File: src/rtl/cpu_pkg.sv
// Shared CPU-side definitions: data-path width defaults and the data-RAM arbiter state encoding.
package cpu_pkg;

  localparam int WIDTH       = 16;
  localparam int DADDR_WIDTH = 8;
  localparam int MAX_WAIT    = 15;
  localparam int WAIT_W      = 4;

  localparam logic [1:0] ARB_IDLE  = 2'd0;
  localparam logic [1:0] ARB_PEND  = 2'd1;
  localparam logic [1:0] ARB_RDATA = 2'd2;
  localparam logic [1:0] ARB_ACK   = 2'd3;

  typedef enum logic [1:0] {
    IDLE  = ARB_IDLE,
    PEND  = ARB_PEND,
    RDATA = ARB_RDATA,
    ACK   = ARB_ACK
  } arb_state_e;

endpackage

File: src/rtl/dmem_arbiter.sv
// Shares the single-port data RAM between the CPU data port (never stalled) and a host
// port whose single held request is issued only in a CPU-idle cycle.
module dmem_arbiter
  import cpu_pkg::*;
#(
  parameter int width       = WIDTH,
  parameter int daddr_width = DADDR_WIDTH,
  parameter int MAX_WAIT    = cpu_pkg::MAX_WAIT,
  parameter int WAIT_W      = cpu_pkg::WAIT_W
) (
  input  logic                   clk,
  input  logic                   reset_n,
  input  logic                   cpu_dact,
  input  logic [daddr_width-1:0] cpu_daddr,
  input  logic                   cpu_dwrite,
  input  logic [width-1:0]       cpu_dD,
  output logic [width-1:0]       cpu_dQ,
  input  logic                   host_req,
  output logic                   host_rdy,
  input  logic                   host_we,
  input  logic [daddr_width-1:0] host_addr,
  input  logic [width-1:0]       host_wdata,
  output logic                   host_ack,
  output logic [width-1:0]       host_rdata,
  output logic                   host_starve,
  input  logic                   starve_clr,
  output logic [daddr_width-1:0] ram_addr,
  output logic                   ram_we,
  output logic [width-1:0]       ram_wdata,
  input  logic [width-1:0]       ram_rdata,
  output logic [1:0]             state_dbg
);

  localparam logic [WAIT_W-1:0] WAIT_MAX = WAIT_W'(MAX_WAIT);

  arb_state_e             state_q, state_d;
  logic                   hold_we;
  logic [daddr_width-1:0] hold_addr;
  logic [width-1:0]       hold_wdata;
  logic [WAIT_W-1:0]      wait_cnt;
  logic                   accept, blocked, starve_set;

  // Host handshake: a request transfers on a rising edge where host_req && host_rdy;
  // host_rdy is high only in IDLE, and host_ack pulses once per accepted request.
  assign accept     = host_req && (state_q == IDLE);
  assign blocked    = (state_q == PEND) && cpu_dact;
  assign starve_set = blocked && (wait_cnt == (WAIT_MAX - 1'b1));

  always_ff @(posedge clk or negedge reset_n) begin
    if (!reset_n) state_q <= IDLE;
    else          state_q <= state_d;
  end

  always_comb begin
    state_d = state_q;
    case (state_q)
      IDLE:    if (host_req) state_d = PEND;
      PEND:    if (!cpu_dact) state_d = RDATA;
      RDATA:   state_d = ACK;
      ACK:     state_d = IDLE;
      default: state_d = IDLE;
    endcase
  end

  always_ff @(posedge clk or negedge reset_n) begin
    if (!reset_n) begin
      hold_we    <= 1'b0;
      hold_addr  <= '0;
      hold_wdata <= '0;
    end else if (accept) begin
      hold_we    <= host_we;
      hold_addr  <= host_addr;
      hold_wdata <= host_wdata;
    end
  end

  // Wait counter saturates so that a clear during a long stall is not undone.
  always_ff @(posedge clk or negedge reset_n) begin
    if (!reset_n)                           wait_cnt <= '0;
    else if (accept)                        wait_cnt <= '0;
    else if (blocked && wait_cnt != WAIT_MAX) wait_cnt <= wait_cnt + 1'b1;
  end

  always_ff @(posedge clk or negedge reset_n) begin
    if (!reset_n)        host_starve <= 1'b0;
    else if (starve_set) host_starve <= 1'b1;
    else if (starve_clr) host_starve <= 1'b0;
  end

  always_ff @(posedge clk or negedge reset_n) begin
    if (!reset_n)                             host_rdata <= '0;
    else if (state_q == RDATA && !hold_we)    host_rdata <= ram_rdata;
  end

  always_comb begin
    ram_addr  = cpu_daddr;
    ram_wdata = cpu_dD;
    ram_we    = 1'b0;
    if (cpu_dact) begin
      ram_we = cpu_dwrite;
    end else if (state_q == PEND) begin
      ram_addr  = hold_addr;
      ram_wdata = hold_wdata;
      ram_we    = hold_we;
    end
  end

  assign cpu_dQ    = ram_rdata;
  assign host_rdy  = (state_q == IDLE);
  assign host_ack  = (state_q == ACK);
  assign state_dbg = state_q;

endmodule

File: config.mk
export PLATFORM = sky130hd
export DESIGN_NAME = dmem_arbiter
export DESIGN_NICKNAME = d
export VERILOG_FILES = /design/src/rtl/cpu_pkg.sv /design/src/rtl/dmem_arbiter.sv
export SDC_FILE = /design/constraint.sdc
export NUM_CORES = 1
export LEC_CHECK = 0
export BUFFER_PORTS_ARGS = -buffer_cell sky130_fd_sc_hd__buf_4
export CORE_ASPECT_RATIO = 1.2
export CORE_UTILIZATION = 45
export DETAILED_ROUTE_END_ITERATION = 8
export GPL_ROUTABILITY_DRIVEN = 0
export PLACE_DENSITY = 0.8
export SYNTH_ARGS = -nofsm -noshare
export SYNTH_HDL_FRONTEND = slang
export SYNTH_SLANG_ARGS = --single-unit
File: constraint.sdc
create_clock -name clk -period 2.35 [get_ports clk]
set_clock_uncertainty 0.05 [all_clocks]
set_input_delay 0 -clock clk [delete_from_list [all_inputs] [get_ports clk]]
set_output_delay 0 -clock clk [all_outputs]
set_load 0.05 [all_outputs]
==> reports/qor.csv, run 1 <==
metric;value;unit
viasPerCell;4.92;
critPathKind;flip-flop to primary output;
clkLatencyLatePin;0.30;ns
clock-sinks;48;
dpl.hpwl;4060;um
ys_ff_latch;48;
hold_violations;0;
r2r_slack;0.56;ns
post_cts_buffers;0;
cp_max_fo;9;
post_cts_resized;0;
rsz0062_at_grt;false;
die_w;70.4;um
final_common_cell;buf_4;
ys_types;27;
area.growth.synth_to_final;56.2;%
worst_pin_slew;0.591;ns
grt_pass1_wl;9600;um
most-common-layout-cells;buf_4 (134), dfrtp_1 (48), mux2_2 (45), dlygate4sd3_1 (43), mux2_4 (21);
p_per_area;1200;mW/mm2
grt_pass1_vias;2030;
n_fill_cell;369;
grt_overflow;0;
grtUsageTotal;0.208;
cts_max_level;2;
syn_avg_cell_area;14.2;um2
syn_inst;178;
relSlewSlack;0.606;
setup_viol;0;
routed_wirelength;6090;um
rows;29;
crit_path_start_kind;flip-flop;
p_leak;1.91;nW
clk_pin_slew;0.09;ns
antenna_found_initial;0;
pwr-share-seq;0.311;
cts_buffers;5;
final_net_count;418;
via_count;1971;
cts_root_buf;clkbuf_8;
yosysSeqAreaShare;0.476;
ys_warn_count;0;
finalMaxSlewViolations;0;
p_switching;2.10;mW
cp.required;2.30;ns
synth_nets;257;
core;0.00533;mm2
cts_tree;built;
max_freq;458;MHz
intPower;2.65;mW
tns;0;ns
io_pins;133;
comb_power_share;0.580;
switching_share;0.443;
status;completed;
drive_above_1_share;0.628;
ant_nets;0;
postCtsHoldBufs;43;
place.port_buffers;132;
max_cap_violations;0;
start_util;0.473;
route.detailed.drc;0;
drt-initial-drc-count;49;
clock_path_buffers;2;
firstDrtPassIters;4;
fin_hold_ws;0.0419;ns
netlist_area;0.00252;mm2
min_path_type;input pin to flip-flop;
wl_per_cell;15.2;um
antennaDiodeCount;0;
period_share;0.930;
ir_worst_vdd;0.869;mV
crit_path_end_kind;primary output;
die_area;0.00592;mm2
clockPowerShare;0.109;
cp_data_arrival_time;2.14;ns
grt_max_degree;49;
period_minus_slack;2.19;ns
die_h;84.1;um
## critical path, stage by stage (launching register included)
cell and delay [ns]:
dfrtp_1 0.43, inv_1 0.14, ha_1 0.16, nor2b_4 0.35, buf_4 0.23, mux2_2 0.34, buf_4 0.19
## worst paths after layout
check	from	end	cells after the start
min reg2reg	host_rdata[8]	host_rdata[8]	1
max in group asynchronous	reset_n	hold_wdata[13]	2
max	state_dbg[1]	ram_addr[7]	6
max reg2reg	state_dbg[0]	hold_wdata[8]	4
min in group asynchronous	reset_n	host_rdata[4]	2
min	cpu_dact	host_starve	3
## power by group through the flow
stage	registers, mW	clock network (mW)	logic, mW
after floorplan	1.99	0	1.53
final	1.48	0.520	2.75
after global placement	1.47	0	2.67
after global routing	1.53	0.569	2.90
after CTS	1.48	0.530	2.77
after detailed placement	1.49	0	2.70
## synthesized netlist by cell type (all sizes together)
cell    instances  area share
and4bb          1      0.0050
nor4bb          1      0.0040
ha              8       0.040
and3            2      0.0055
nor2b           2      0.0059
buf            24       0.085
o21ai           4      0.0079
inv             5      0.0074
nand3           1      0.0020
mux2i           1      0.0040
nor3            2      0.0040
a21oi           2      0.0040
mux2           66        0.33
nor2            1      0.0015
o22ai           1      0.0025
dfrtp          48        0.48
a31oi           2      0.0050
and2            1      0.0035
or3             2      0.0050
nand2           4      0.0069
## cells by family after synthesis
group           after synthesis  synth area share
flops                        48             0.476
fa+ha+maj                     8            0.0396
simple gates                 17            0.0431
mux                          67             0.330
compound gates                9            0.0193
buf+inv                      29            0.0927
## through the flow
| stage | worst slack (ns) | util | total power, mW | instances | instance area, um2 |
|---|---|---|---|---|---|
| after floorplan | 0.0734 | - | 3.52 | 178 | 2520 |
| after global placement | 0.525 | 0.641 | 4.14 | 351 | 3420 |
| after detailed placement | 0.470 | 0.641 | 4.20 | 351 | 3420 |
| after CTS | 0.136 | 0.740 | 4.77 | 401 | 3950 |
| after global routing | 0.0462 | 0.740 | 4.99 | 401 | 3950 |
| final | 0.165 | 0.740 | 4.75 | 401 | 3950 |
## routing by layer
layer  track usage  vias to the layer above  share of wire
met5             0                        -              0
met4        0.0873                        0          0.018
met3        0.0399                       10          0.047
met2         0.403                       59           0.59
met1         0.211                      980           0.35
li1              -                      922              -
## final cells by class
| class | count | area [um2] | area share |
|---|---|---|---|
| Timing Repair Buffer | 178 | 1460 | 0.369 |
| Tap cell | 62 | 77.6 | 0.0197 |
| Inverter | 5 | 18.8 | 0.00476 |
| Sequential cell | 48 | 1200 | 0.304 |
| Clock buffer | 7 | 96.3 | 0.0244 |
| Multi-Input combinational cell | 101 | 1090 | 0.278 |
## flip-flops by register name, indices dropped and copies added (netlist names)
name,cells
host_rdata,16
wait_cnt,4
hold_addr,8
hold_we,1
state_dbg,2
hold_wdata,16
host_starve,1
No activity file was read; power rests on OpenSTA's default activity.
==> run 2: changes to the inputs <==
--- a/config.mk
+++ b/config.mk
@@ -6,11 +6,14 @@
 export NUM_CORES = 1
 export LEC_CHECK = 0
 export BUFFER_PORTS_ARGS = -buffer_cell sky130_fd_sc_hd__buf_4
+export CELL_PAD_IN_SITES_DETAIL_PLACEMENT = 0
+export CELL_PAD_IN_SITES_GLOBAL_PLACEMENT = 2
 export CORE_ASPECT_RATIO = 1.2
-export CORE_UTILIZATION = 45
+export CORE_UTILIZATION = 30
 export DETAILED_ROUTE_END_ITERATION = 8
 export GPL_ROUTABILITY_DRIVEN = 0
-export PLACE_DENSITY = 0.8
+export PLACE_DENSITY_LB_ADDON = 0.1
+export SKIP_LAST_GASP = 1
 export SYNTH_ARGS = -nofsm -noshare
 export SYNTH_HDL_FRONTEND = slang
 export SYNTH_SLANG_ARGS = --single-unit
==> run 2 against run 1 <==
Effect of this change:
- wire length did not move
- setup slack better by 0.10 ns
- total power is 1.1% lower
- critical path type unchanged
- critical endpoint unchanged
==> reports/qor.csv, run 2 (synthesis gave the netlist of run 1 again) <==
metric;value;unit;change
status;completed;;
ir_worst_vdd;0.754;mV;-13%
antennaDiodeCount;0;;unchanged
drt-initial-drc-count;35;;-29%
cts_root_buf;clkbuf_8;;
period_share;0.885;;-0.0446
viasPerCell;4.25;;-14%
most-common-layout-cells;buf_4 (135), dfrtp_1 (48), mux2_2 (45), dlygate4sd3_1 (43), mux2_4 (21);;
min_path_type;input pin to flip-flop;;
grt_pass1_vias;1914;;-5.7%
hp-start;cpu_dact;;
area.growth.synth_to_final;58.2;%;
ff2ff_path_depth;4;;unchanged
worst_pin_slew;0.630;ns;+0.0399 ns
antenna_found_initial;0;;unchanged
via_count;1929;;-2.1%
routed_wirelength;6090;um;unchanged
dpl.hpwl;4140;um;+1.9%
relSlewSlack;0.580;;-0.0266
die_area;0.00879;mm2;+49%
grt_pass1_wl;9520;um;-0.85%
cp_common_cell;buf_4;;
r2r_slack;0.56;ns;about the same
cts_tree;built;;
top_regs;hold_wdata (16), host_rdata (16), hold_addr (8);;
post_cts_buffers;0;;unchanged
clock_path_buffers;2;;unchanged
p_leak;1.90;nW;-0.47%
drive_above_1_share;0.626;;-0.00185
firstDrtPassIters;4;;unchanged
crit_path_end_kind;primary output;;
worst_r2r_endpoint;hold_wdata[1];;
rsz0062_at_grt;false;;
crit_path_max_incr_delay;0.43;ns;about the same
r2r_start;state_dbg[0];;
place.port_buffers;132;;unchanged
critical-path-slowest-cell;dfrtp_1;;
max_freq;481;MHz;+5.0%
path_cells;inv_1, ha_1, nor2b_4, buf_4, mux2_2, buf_4;;
tns;0;ns;unchanged
finalMaxSlewViolations;0;;unchanged
ant_nets;0;;unchanged
cp.required;2.30;ns;about the same
cts_max_level;2;;unchanged
n_fill_cell;770;;+110%
final_net_count;418;;unchanged
p_per_area;1180;mW/mm2;-2.3%
holdPathStages;3;;unchanged
holdPathEnd;wait_cnt[2];;
core;0.00815;mm2;+53%
rows;36;;+24%
grt_max_degree;49;;unchanged
die_h;102;um;+22%
grt_overflow;0;;unchanged
period_minus_slack;2.08;ns;-0.105 ns
crit_path_start_kind;flip-flop;;
wl_per_cell;13.4;um;-12%
hold_violations;0;;unchanged
clk_pin_slew;0.08;ns;about the same
io_pins;133;;unchanged
die_w;85.7;um;+22%
setup_viol;0;;unchanged
cp_max_fo;16;;+7
place_ws;0.561;ns;+0.0907 ns
cp_data_arrival_time;2.03;ns;-0.11 ns
start_util;0.310;;-0.164
route.detailed.drc;0;;unchanged
grtUsageTotal;0.139;;-0.0694
fin_ws;0.270;ns;+0.105 ns
fin_hold_ws;0.0379;ns;-0.00401 ns
max_cap_violations;0;;unchanged
clkLatencyLatePin;0.29;ns;about the same
fin_total_pwr;4.70;mW;-1.1%
critPathKind;flip-flop to primary output;;
clock-sinks;48;;unchanged
multi_input_area;0.00109;mm2;unchanged
regArea;0.00120;mm2;unchanged
final_common_cell;buf_4;;
cts_buffers;5;;unchanged
[run 2: report_power, final]
| part | switching (mW) | leakage (nW) | total [mW] | internal (mW) |
|---|---|---|---|---|
| clock | 0.268 | 0.0445 | 0.508 | 0.239 |
| combinational | 1.59 | 1.28 | 2.74 | 1.14 |
| sequential | 0.225 | 0.576 | 1.45 | 1.23 |
[run 2: per-stage QoR]
step,cell area [um2],utilization,cells
global route,4000,0.490,454
floorplan,2520,-,178
global placement,3470,0.426,403
detailed placement,3470,0.426,403
finish,4000,0.490,454
CTS,4000,0.490,454
[run 2: worst max-delay path, delay by kind of cell, from the launching register on]
family                   cells  cell delay [ns]
AND/OR/NAND/NOR              1             0.14
flip-flops                   1             0.43
adder cells (fa/ha/maj)      1             0.16
multiplexers                 1             0.38
buffers and inverters        3             0.62
[run 2: how the worst max path moves through the flow]
| stage | start | to | slack, ns | cells after the start |
|---|---|---|---|---|
| 3_5_place_dp | state_dbg[0] | hold_wdata[10] | 0.56 | 4 |
| 4_1_cts | state_dbg[1] | ram_addr[7] | 0.22 | 6 |
| 5_1_grt | state_dbg[1] | ram_wdata[15] | 0.12 | 6 |
| 3_3_place_gp | state_dbg[1] | ram_addr[0] | 0.58 | 6 |
| 6_report | state_dbg[1] | ram_addr[7] | 0.27 | 6 |
| 2_1_floorplan | state_dbg[0] | hold_addr[2] | 0.07 | 6 |
[run 2: what timing repair did]
item                                   4_1_cts  5_1_grt
hold buffers                                43        0
gates resized for setup                      0        0
endpoints found under the hold margin       90        0
[run 2: cell type report]
| type | instances | area share |
|---|---|---|
| multi-input cells | 101 | 0.274 |
| repair buffers | 178 | 0.361 |
| clock buffers | 7 | 0.0216 |
| inverters | 5 | 0.00470 |
| clock inverters | 1 | 0.00188 |
| well taps | 114 | 0.0357 |
| flip-flops and latches | 48 | 0.301 |
[run 2: metal layers]
metal	track usage	share of wire	vias up
met5	0	0	-
met4	0.0385	0.0075	0
met3	0.0344	0.065	4
met2	0.244	0.53	71
met1	0.170	0.40	929
li1	-	-	925
==> run 3: changes to the inputs <==
==> constraint.sdc (replaced) <==
create_clock -name clk -period 2.4 [get_ports clk]
set_clock_uncertainty 0.05 [all_clocks]
set_input_delay 0 -clock clk [delete_from_list [all_inputs] [get_ports clk]]
set_output_delay 0 -clock clk [all_outputs]
set_load 0.05 [all_outputs]
==> run 3 against run 2 <==
Effect of this change:
- first-iteration DRC count increased by 2.9%
- critical path type unchanged
- non-clock buffer count unchanged
- final cell count unchanged
- core utilization unchanged
==> reports/qor.csv, run 3 (synthesis gave the netlist of run 1 again) <==
metric;value;unit;change
die_area;0.00879;mm2;unchanged
grt_max_degree;49;;unchanged
post_cts_buffers;0;;unchanged
clock-sinks;48;;unchanged
clk_pin_slew;0.08;ns;about the same
wl_per_cell;12.9;um;-3.7%
max_cap_violations;0;;unchanged
place.port_buffers;132;;unchanged
cts_max_level;2;;unchanged
final_common_cell;buf_4;;
top_regs;hold_wdata (16), host_rdata (16), hold_addr (8);;
drt-initial-drc-count;36;;+2.9%
viasPerCell;4.18;;-1.6%
cp_num_buf_inv;3;;unchanged
startpoint;state_dbg[1];;
r2r_start;state_dbg[0];;
clock_path_buffers;2;;unchanged
crit_path_start_kind;flip-flop;;
cp.required;2.35;ns;+0.05 ns
grt_pass1_vias;1874;;-2.1%
p_leak;1.90;nW;unchanged
fin_hold_ws;0.0468;ns;+0.00894 ns
r2r_slack;0.60;ns;+0.04 ns
dpl.hpwl;4230;um;+2.1%
cts_root_buf;clkbuf_8;;
worst_pin_slew;0.614;ns;-0.0168 ns
path_cells;inv_1, ha_1, nor2b_4, buf_4, mux2_4, buf_4;;
tns;0;ns;unchanged
antenna_found_initial;0;;unchanged
cp_common_cell;buf_4;;
io_pins;133;;unchanged
area.growth.synth_to_final;58.2;%;unchanged
finalMaxSlewViolations;0;;unchanged
antennaDiodeCount;0;;unchanged
worst_r2r_endpoint;hold_wdata[4];;
hp-start;cpu_dact;;
via_count;1898;;-1.6%
critPathKind;flip-flop to primary output;;
most-common-layout-cells;buf_4 (135), dfrtp_1 (48), mux2_2 (45), dlygate4sd3_1 (43), mux2_4 (21);;
holdPathEnd;wait_cnt[2];;
crit_family;buffers and inverters;;
period_minus_slack;2.19;ns;
firstDrtPassIters;4;;unchanged
ir_worst_vdd;0.826;mV;+9.7%
fin_util;0.490;;unchanged
die_h;102;um;unchanged
ff2ff_path_depth;4;;unchanged
holdPathStages;3;;unchanged
cp_data_arrival_time;2.14;ns;+0.11 ns
cts_buffers;5;;unchanged
max_freq;456;MHz;
min_path_type;input pin to flip-flop;;
status;completed;;
start_util;0.310;;unchanged
ant_nets;0;;unchanged
rsz0062_at_grt;false;;
post_cts_resized;0;;unchanged
postCtsHoldBufs;43;;unchanged
grt_overflow;0;;unchanged
relSlewSlack;0.591;;+0.0112
fin_total_pwr;4.60;mW;-2.1%
die_w;85.7;um;unchanged
core;0.00815;mm2;unchanged
dpl.cell_count;403;;unchanged
critical-path-slowest-cell;dfrtp_1;;
period_share;0.913;;
hold_violations;0;;unchanged
setup_viol;0;;unchanged
grt_pass1_wl;9270;um;-2.6%
grtUsageTotal;0.135;;-0.00334
drive_above_1_share;0.626;;unchanged
crit_path_end_kind;primary output;;
cp_max_fo;10;;-6
routed_wirelength;5870;um;-3.7%
p_per_area;1150;mW/mm2;-2.1%
final_net_count;418;;unchanged
fin_cells;454;;unchanged
route.detailed.drc;0;;unchanged
crit_path_max_incr_delay;0.43;ns;about the same
cts_tree;built;;
clkLatencyLatePin;0.29;ns;about the same
rows;36;;unchanged
run 3: cell counts in the layout (fill, tap and decap cells not counted):
Identical to the previous run, type by type.
run 3: final cells by class:
type                    instances  area [um2]
fillers                       765        4160
repair buffers                178        1440
flip-flops and latches         48        1200
multi-input cells             101        1090
well taps                     114         143
clock buffers                   7        86.3
inverters                       5        18.8
clock inverters                 1        7.51
run 3: how the worst max path moves through the flow:
| stage | to | depth (start not counted) |
|---|---|---|
| CTS | ram_wdata[5] | 6 |
| detailed placement | ram_wdata[5] | 6 |
| global route | ram_wdata[4] | 6 |
| floorplan | hold_addr[2] | 6 |
| global placement | ram_wdata[9] | 6 |
| finish | ram_wdata[10] | 6 |
run 3: stage by stage:
stage	setup WS [ns]	area, um2
6_report	0.208	4000
5_1_grt	0.0347	4000
4_1_cts	0.159	4000
3_5_place_dp	0.509	3470
3_3_place_gp	0.542	3470
2_1_floorplan	0.123	2520
run 3: worst register-to-register path: stages, from the launching register on:
cell     delay, ns
dfrtp_1       0.45
inv_1         0.14
ha_1          0.21
and2_4        0.43
mux2_2        0.39
run 3: power breakdown:
group / switching, mW / internal, mW
logic: 1.56 / 1.12
registers: 0.220 / 1.20
clock network: 0.267 / 0.235
total: 2.04 / 2.56
run 3: metal layers:
layer	global-route usage	wire, um	part of all wire
met3	0.0288	353	0.060
met4	0.0423	66	0.011
met5	0	0	0
met1	0.171	2540	0.43
met2	0.233	2910	0.50
